### src/rtl/exe_div_seq.sv
// Purpose : execute-stage sequencer for RV32M DIV/DIVU/REM/REMU using a radix-2 restoring divide.
// Latency : normal op accepted in cycle T gives done_o in T+WIDTH+2; divide-by-zero and signed overflow give done_o in T+1.
// Backpr. : stall_o holds the execute stage from the accept cycle through FIX; new starts are ignored while busy.
// Ports   : clk_i/rst_ni      clock, async active-low reset
//           start_i/funct3_i  divide-class request and op select (4=DIV,5=DIVU,6=REM,7=REMU)
//           dat_a_i/dat_b_i   dividend (rs1) / divisor (rs2)
//           kill_i            flush of the execute stage
//           stall_o/busy_o    hold upstream / sequencer not idle
//           done_o/result_o   one-cycle completion pulse / quotient or remainder
module exe_div_seq #(
  parameter int WIDTH = 32
) (
  input  logic             clk_i,
  input  logic             rst_ni,
  input  logic             start_i,
  input  logic [2:0]       funct3_i,
  input  logic [WIDTH-1:0] dat_a_i,
  input  logic [WIDTH-1:0] dat_b_i,
  input  logic             kill_i,
  output logic             stall_o,
  output logic             busy_o,
  output logic             done_o,
  output logic [WIDTH-1:0] result_o
);

  localparam int CW = (WIDTH > 1) ? $clog2(WIDTH) : 1;
  localparam logic [CW-1:0]    CNT_LAST = CW'(WIDTH - 1);
  localparam logic [CW-1:0]    CNT_ONE  = CW'(1);
  localparam logic [WIDTH-1:0] ONE      = WIDTH'(1);
  localparam logic [WIDTH-1:0] ONES     = '1;
  localparam logic [WIDTH-1:0] MIN_NEG  = {1'b1, {(WIDTH-1){1'b0}}};

  typedef enum logic [1:0] {
    S_IDLE = 2'd0,
    S_CALC = 2'd1,
    S_FIX  = 2'd2,
    S_DONE = 2'd3
  } state_e;

  state_e           state_q, state_d;
  logic [CW-1:0]    cnt_q, cnt_d;
  logic [WIDTH-1:0] rem_q, rem_d;
  logic [WIDTH-1:0] quo_q, quo_d;
  logic [WIDTH-1:0] dvs_q, dvs_d;
  logic             qneg_q, qneg_d;
  logic             rneg_q, rneg_d;
  logic             sel_rem_q, sel_rem_d;
  logic [WIDTH-1:0] result_q, result_d;

  // Request decode
  logic             accept;
  logic             is_signed;
  logic             a_neg, b_neg;
  logic [WIDTH-1:0] a_abs, b_abs;
  logic             div_zero, sgn_ovf;

  assign accept    = (state_q == S_IDLE) && start_i && funct3_i[2] && !kill_i;
  assign is_signed = ~funct3_i[0];
  assign a_neg     = is_signed & dat_a_i[WIDTH-1];
  assign b_neg     = is_signed & dat_b_i[WIDTH-1];
  assign a_abs     = a_neg ? (~dat_a_i + ONE) : dat_a_i;
  assign b_abs     = b_neg ? (~dat_b_i + ONE) : dat_b_i;
  assign div_zero  = (dat_b_i == '0);
  // Only signed ops can overflow: MIN / -1 has no representable quotient.
  assign sgn_ovf   = is_signed && (dat_a_i == MIN_NEG) && (dat_b_i == ONES);

  // One restoring iteration. The shifted partial remainder is WIDTH+1 bits;
  // when it is >= divisor the difference always fits in WIDTH bits, so the
  // low-order subtraction alone is exact.
  logic [WIDTH:0]   rem_sh;
  logic             rem_ge;
  logic [WIDTH-1:0] rem_sub;

  assign rem_sh  = {rem_q, quo_q[WIDTH-1]};
  assign rem_ge  = (rem_sh >= {1'b0, dvs_q});
  assign rem_sub = rem_sh[WIDTH-1:0] - dvs_q;

  // Sign fix-up of the unsigned magnitudes
  logic [WIDTH-1:0] quo_fix, rem_fix;

  assign quo_fix = qneg_q ? (~quo_q + ONE) : quo_q;
  assign rem_fix = rneg_q ? (~rem_q + ONE) : rem_q;

  always_comb begin
    state_d   = state_q;
    cnt_d     = cnt_q;
    rem_d     = rem_q;
    quo_d     = quo_q;
    dvs_d     = dvs_q;
    qneg_d    = qneg_q;
    rneg_d    = rneg_q;
    sel_rem_d = sel_rem_q;
    result_d  = result_q;

    case (state_q)
      S_IDLE: begin
        if (accept) begin
          sel_rem_d = funct3_i[1];
          qneg_d    = a_neg ^ b_neg;
          rneg_d    = a_neg;
          dvs_d     = b_abs;
          quo_d     = a_abs;
          rem_d     = '0;
          cnt_d     = '0;
          if (div_zero) begin
            state_d  = S_DONE;
            result_d = funct3_i[1] ? dat_a_i : ONES;
          end else if (sgn_ovf) begin
            state_d  = S_DONE;
            result_d = funct3_i[1] ? '0 : MIN_NEG;
          end else begin
            state_d  = S_CALC;
          end
        end
      end

      S_CALC: begin
        if (kill_i) begin
          state_d = S_IDLE;
        end else begin
          rem_d = rem_ge ? rem_sub : rem_sh[WIDTH-1:0];
          quo_d = {quo_q[WIDTH-2:0], rem_ge};
          cnt_d = cnt_q + CNT_ONE;
          if (cnt_q == CNT_LAST) begin
            state_d = S_FIX;
          end
        end
      end

      S_FIX: begin
        if (kill_i) begin
          // Flushed instruction: keep the previously published result.
          state_d = S_IDLE;
        end else begin
          result_d = sel_rem_q ? rem_fix : quo_fix;
          state_d  = S_DONE;
        end
      end

      S_DONE: begin
        // Done is still signalled under kill; the next stage drops it.
        state_d = S_IDLE;
      end

      default: begin
        state_d = S_IDLE;
      end
    endcase
  end

  always_ff @(posedge clk_i or negedge rst_ni) begin
    if (!rst_ni) begin
      state_q   <= S_IDLE;
      cnt_q     <= '0;
      rem_q     <= '0;
      quo_q     <= '0;
      dvs_q     <= '0;
      qneg_q    <= 1'b0;
      rneg_q    <= 1'b0;
      sel_rem_q <= 1'b0;
      result_q  <= '0;
    end else begin
      state_q   <= state_d;
      cnt_q     <= cnt_d;
      rem_q     <= rem_d;
      quo_q     <= quo_d;
      dvs_q     <= dvs_d;
      qneg_q    <= qneg_d;
      rneg_q    <= rneg_d;
      sel_rem_q <= sel_rem_d;
      result_q  <= result_d;
    end
  end

  // Stall covers the accept cycle so the instruction stays put until DONE.
  assign stall_o  = accept || (state_q == S_CALC) || (state_q == S_FIX);
  assign busy_o   = (state_q != S_IDLE);
  assign done_o   = (state_q == S_DONE);
  assign result_o = result_q;

endmodule

### config.mk
export PLATFORM = sky130hd
export DESIGN_NAME = exe_div_seq
export DESIGN_NICKNAME = d
export VERILOG_FILES = /design/src/rtl/exe_div_seq.sv
export SDC_FILE = /design/constraint.sdc
export NUM_CORES = 1
export LEC_CHECK = 0
export ABC_AREA = 1
export BUFFER_PORTS_ARGS = -buffer_cell sky130_fd_sc_hd__buf_2
export CAP_MARGIN = 10
export CELL_PAD_IN_SITES_DETAIL_PLACEMENT = 0
export CELL_PAD_IN_SITES_GLOBAL_PLACEMENT = 2
export CORE_MARGIN = 4
export CORE_UTILIZATION = 34
export CTS_BUF_LIST = sky130_fd_sc_hd__clkbuf_8
export CTS_CLUSTER_SIZE = 30
export DETAILED_ROUTE_END_ITERATION = 8
export PLACE_DENSITY = 0.83
export SYNTH_ARGS = -nofsm -noshare
export SYNTH_HDL_FRONTEND = slang
export SYNTH_SLANG_ARGS = --single-unit
### constraint.sdc
create_clock -name clk_i -period 2.63 [get_ports clk_i]
set_input_delay 0 -clock clk_i [delete_from_list [all_inputs] [get_ports clk_i]]
set_output_delay 0 -clock clk_i [all_outputs]
set_load 0.01 [all_outputs]
==> metrics.md <==
| Metric | Value |
|---|---|
| Core ar. | `36700 um^2` |
| Port Buffers | `105` |
| Crit path DAT | `2.92 ns` |
| CTS sink cnt | `138` |
| GR Overflow Total | `0` |
| Die X | `201 um` |
| Most frequent cells in the layout | `nand2_1, inv_1, nand3_1` |
| Initial antenna violation count | `0` |
| Post-Route Setup TNS | `0 ns` |
| Leak pwr | `7.95 nW` |
| DRC | `0` |
| Max cap viols | `0` |
| Seq/Total Area, Yosys | `27.2%` |
| Die area | `40500 um^2` |
| Finish-stage setup viols | `0` |
| Final Net Count | `2400` |
| Final Cycle Share | `95.8%` |
| Post-DP HPWL | `42800 um` |
| Placed cell areas | `14000 um^2` |
| Largest net degree at the start of global routing | `59` |
| Fmax | `397 MHz` |
| Yosys cell types | `42` |
| Syn_nets | `2225` |
| Status | `finished clean` |
| Max-slew headroom | `47.6%` |
| Initial core utilization | `34.6%` |
| DR pass1 iterations | `5` |
| Worst setup margin | `0.110 ns` |
| Number of global-route vias before repair | `13604` |
| Setup bufs post-CTS | `0` |
| Ys Warns | `0` |
| Routed via count | `14413` |
| Crit path capture type | `flop` |
| Max-slew violations | `0` |
| Flops & latches, synth | `138` |
| Pwr/cell area | `933 nW/um^2` |
| Total CTS buffers | `17` |
| Initial DRC count | `1256` |
| Diodes inserted | `0` |
| Global-route wire length before repair | `82500 um` |
| Row Count | `70` |
| Hold Fails Final Rpt | `0` |
| Clk Tree Root Cell | `clkbuf_8` |
| Final ANT Viol Nets | `0` |
| Post-Route Utilization | `41.3%` |
| Clk_lat worst skew | `0.51 ns` |
| Worst min path class | `in2async` |
| Mapped Area | `12700 um^2` |
| Commonest non-fill, non-tap cell in the layout | `nand2_1` |
| Worst VDD drop | `427 uV` |
| Slew @ Worst Pin | `0.778 ns` |
| Vias/cell | `5.20` |
| Worst-path clk slew | `0.09 ns` |
| CTS max path bufs | `2` |
| Final WL | `53800 um` |
| Crit path required time | `3.03 ns` |
| Gate Count Post-Synth | `2114` |
| Clock skew | `0.0160 ns` |
| I/O pin count | `106` |
| Die Span Y | `201 um` |
| Crit-path max FO | `13` |
| Min Tclk post-route | `2.52 ns` |
| H-tree depth | `4` |
| Final Cell Area | `15200 um^2` |
| GP Congestion | `0.936` |
| Total GRT Usage | `26.2%` |
| Startpoint types | `flop` |
| Hold WS | `0.00567 ns` |
| Share of layout cells above drive strength 1 | `10.8%` |
| Synth-to-layout area growth | `19.4%` |
| Worst slack, placed | `-0.143 ns` |
| CP Class | `reg2reg` |
| CTS tree | `done` |
| Routed WL per cell | `19.4 um` |
| Syn avg cell area | `6.01 um^2` |
| Fillers | `4057` |
## timing repair
| action | 4_1_cts | 5_1_grt |
|---|---|---|
| pin swaps | 0 | 0 |
| gates resized for setup | 6 | 19 |
| endpoints found under the hold margin | 170 | 0 |
| endpoints found under the setup margin | 31 | 32 |
| hold buffers | 66 | 0 |
## power by group
group | switching, W | internal [W]
registers | 0.000598 | 0.00264
logic | 0.00587 | 0.00298
clock network | 0.000956 | 0.00110
total | 0.00742 | 0.00673
## worst paths after layout
path	start	end	slack, ns	cells after the start
setup reg to reg	rem_q[13]	rem_q[19]	0.11	13
hold reg to reg	result_o[0]	result_o[0]	0.48	2
max in group asynchronous	rst_ni	rem_q[15]	1.76	3
setup / recovery	rem_q[13]	rem_q[19]	0.11	13
hold / removal	rst_ni	dvs_q[23]	0.006	2
min in group clk_i	dat_b_i[22]	dvs_q[22]	0.07	4
## metal layers
metal | vias to the layer above | wire length (um) | global-route usage, % | part of all wire [%]
met5 | - | 0 | 0 | 0
met4 | 0 | 1010 | 6.42 | 1.9
met3 | 44 | 3700 | 4.85 | 6.9
met2 | 452 | 22500 | 37.8 | 42
met1 | 6744 | 26600 | 40.1 | 50
li1 | 7173 | - | - | -
## worst max-delay path: stages, from the launching register on
cell and delay (ns):
dfrtp_1 0.47, ha_2 0.42, nand2_1 0.14, nor2_4 0.14
inv_1 0.09, o21bai_2 0.19, inv_1 0.07, nand2_1 0.13
nand2_2 0.14, nand2_4 0.12, buf_6 0.17, nand3_1 0.18
nand2_1 0.11, nand2_1 0.05
## area by class of cell
type / count / area (um^2) / share of cell area (%)
Clock buffer: 20 / 275 / 1.81
Sequential cell: 138 / 3460 / 22.8
Multi-Input combinational cell: 1632 / 7990 / 52.6
Timing Repair Buffer: 228 / 1670 / 11.0
Inverter: 272 / 1020 / 6.73
Clock inverter: 12 / 173 / 1.14
Tap cell: 468 / 586 / 3.86
## sequential cells by signal, summed over array words and instances (netlist names)
register,cells
rneg_q,1
rem_q,32
state_q,2
quo_q,32
dvs_q,32
qneg_q,1
result_o,32
cnt_q,5
sel_rem_q,1
## through the flow
| step | std cells | total power, W |
|---|---|---|
| after floorplan | 2114 | 0.00896 |
| after global placement | 2672 | 0.0118 |
| after detailed placement | 2672 | 0.0117 |
| after CTS | 2770 | 0.0140 |
| after global routing | 2770 | 0.0154 |
| final | 2770 | 0.0141 |
## cells in the mapped netlist
| master | n | area [um^2] |
|---|---|---|
| a211oi_1 | 1 | 7.51 |
| a21oi_1 | 54 | 270 |
| a22o_1 | 2 | 17.5 |
| a31oi_1 | 3 | 18.8 |
| and2_2 | 1 | 7.51 |
| buf_1 | 7 | 26.3 |
| buf_2 | 18 | 90.1 |
| buf_6 | 6 | 67.6 |
| clkbuf_1 | 41 | 154 |
| clkinv_1 | 1 | 3.75 |
| dfrtp_1 | 138 | 3450 |
| fa_1 | 1 | 20.0 |
| ha_1 | 39 | 488 |
| inv_1 | 269 | 1010 |
| inv_2 | 2 | 7.51 |
| nand2_1 | 691 | 2590 |
| nand2_2 | 5 | 31.3 |
| nand2_4 | 1 | 11.3 |
| nand3_1 | 251 | 1260 |
| nand3_2 | 3 | 30.0 |
| nand3_4 | 1 | 17.5 |
| nand3b_1 | 1 | 7.51 |
| nand4_1 | 38 | 238 |
| nand4_2 | 1 | 12.5 |
| nor2_1 | 223 | 837 |
| nor2_2 | 9 | 56.3 |
| nor2_4 | 3 | 33.8 |
| nor3_1 | 16 | 80.1 |
| nor3_4 | 1 | 16.3 |
| nor4_1 | 4 | 25.0 |
| nor4_2 | 1 | 12.5 |
| o211ai_1 | 17 | 128 |
| o21ai_0 | 136 | 681 |
| o21ai_1 | 13 | 65.1 |
| o21bai_1 | 21 | 158 |
| o221ai_1 | 18 | 158 |
| o22ai_1 | 13 | 81.3 |
| o31ai_1 | 2 | 15.0 |
| or2_0 | 1 | 6.26 |
| or2_2 | 7 | 43.8 |
| xnor2_1 | 22 | 193 |
| xor2_1 | 32 | 280 |
## cells by family after synthesis
group / count (synthesis) / synth area share (%)
compound gates: 280 / 12.6
xor+xnor: 54 / 3.72
flops: 138 / 27.2
simple gates: 1258 / 41.8
fa+ha+maj: 40 / 4.00
buf+inv: 344 / 10.7
Power figures use the tool's default switching activity.
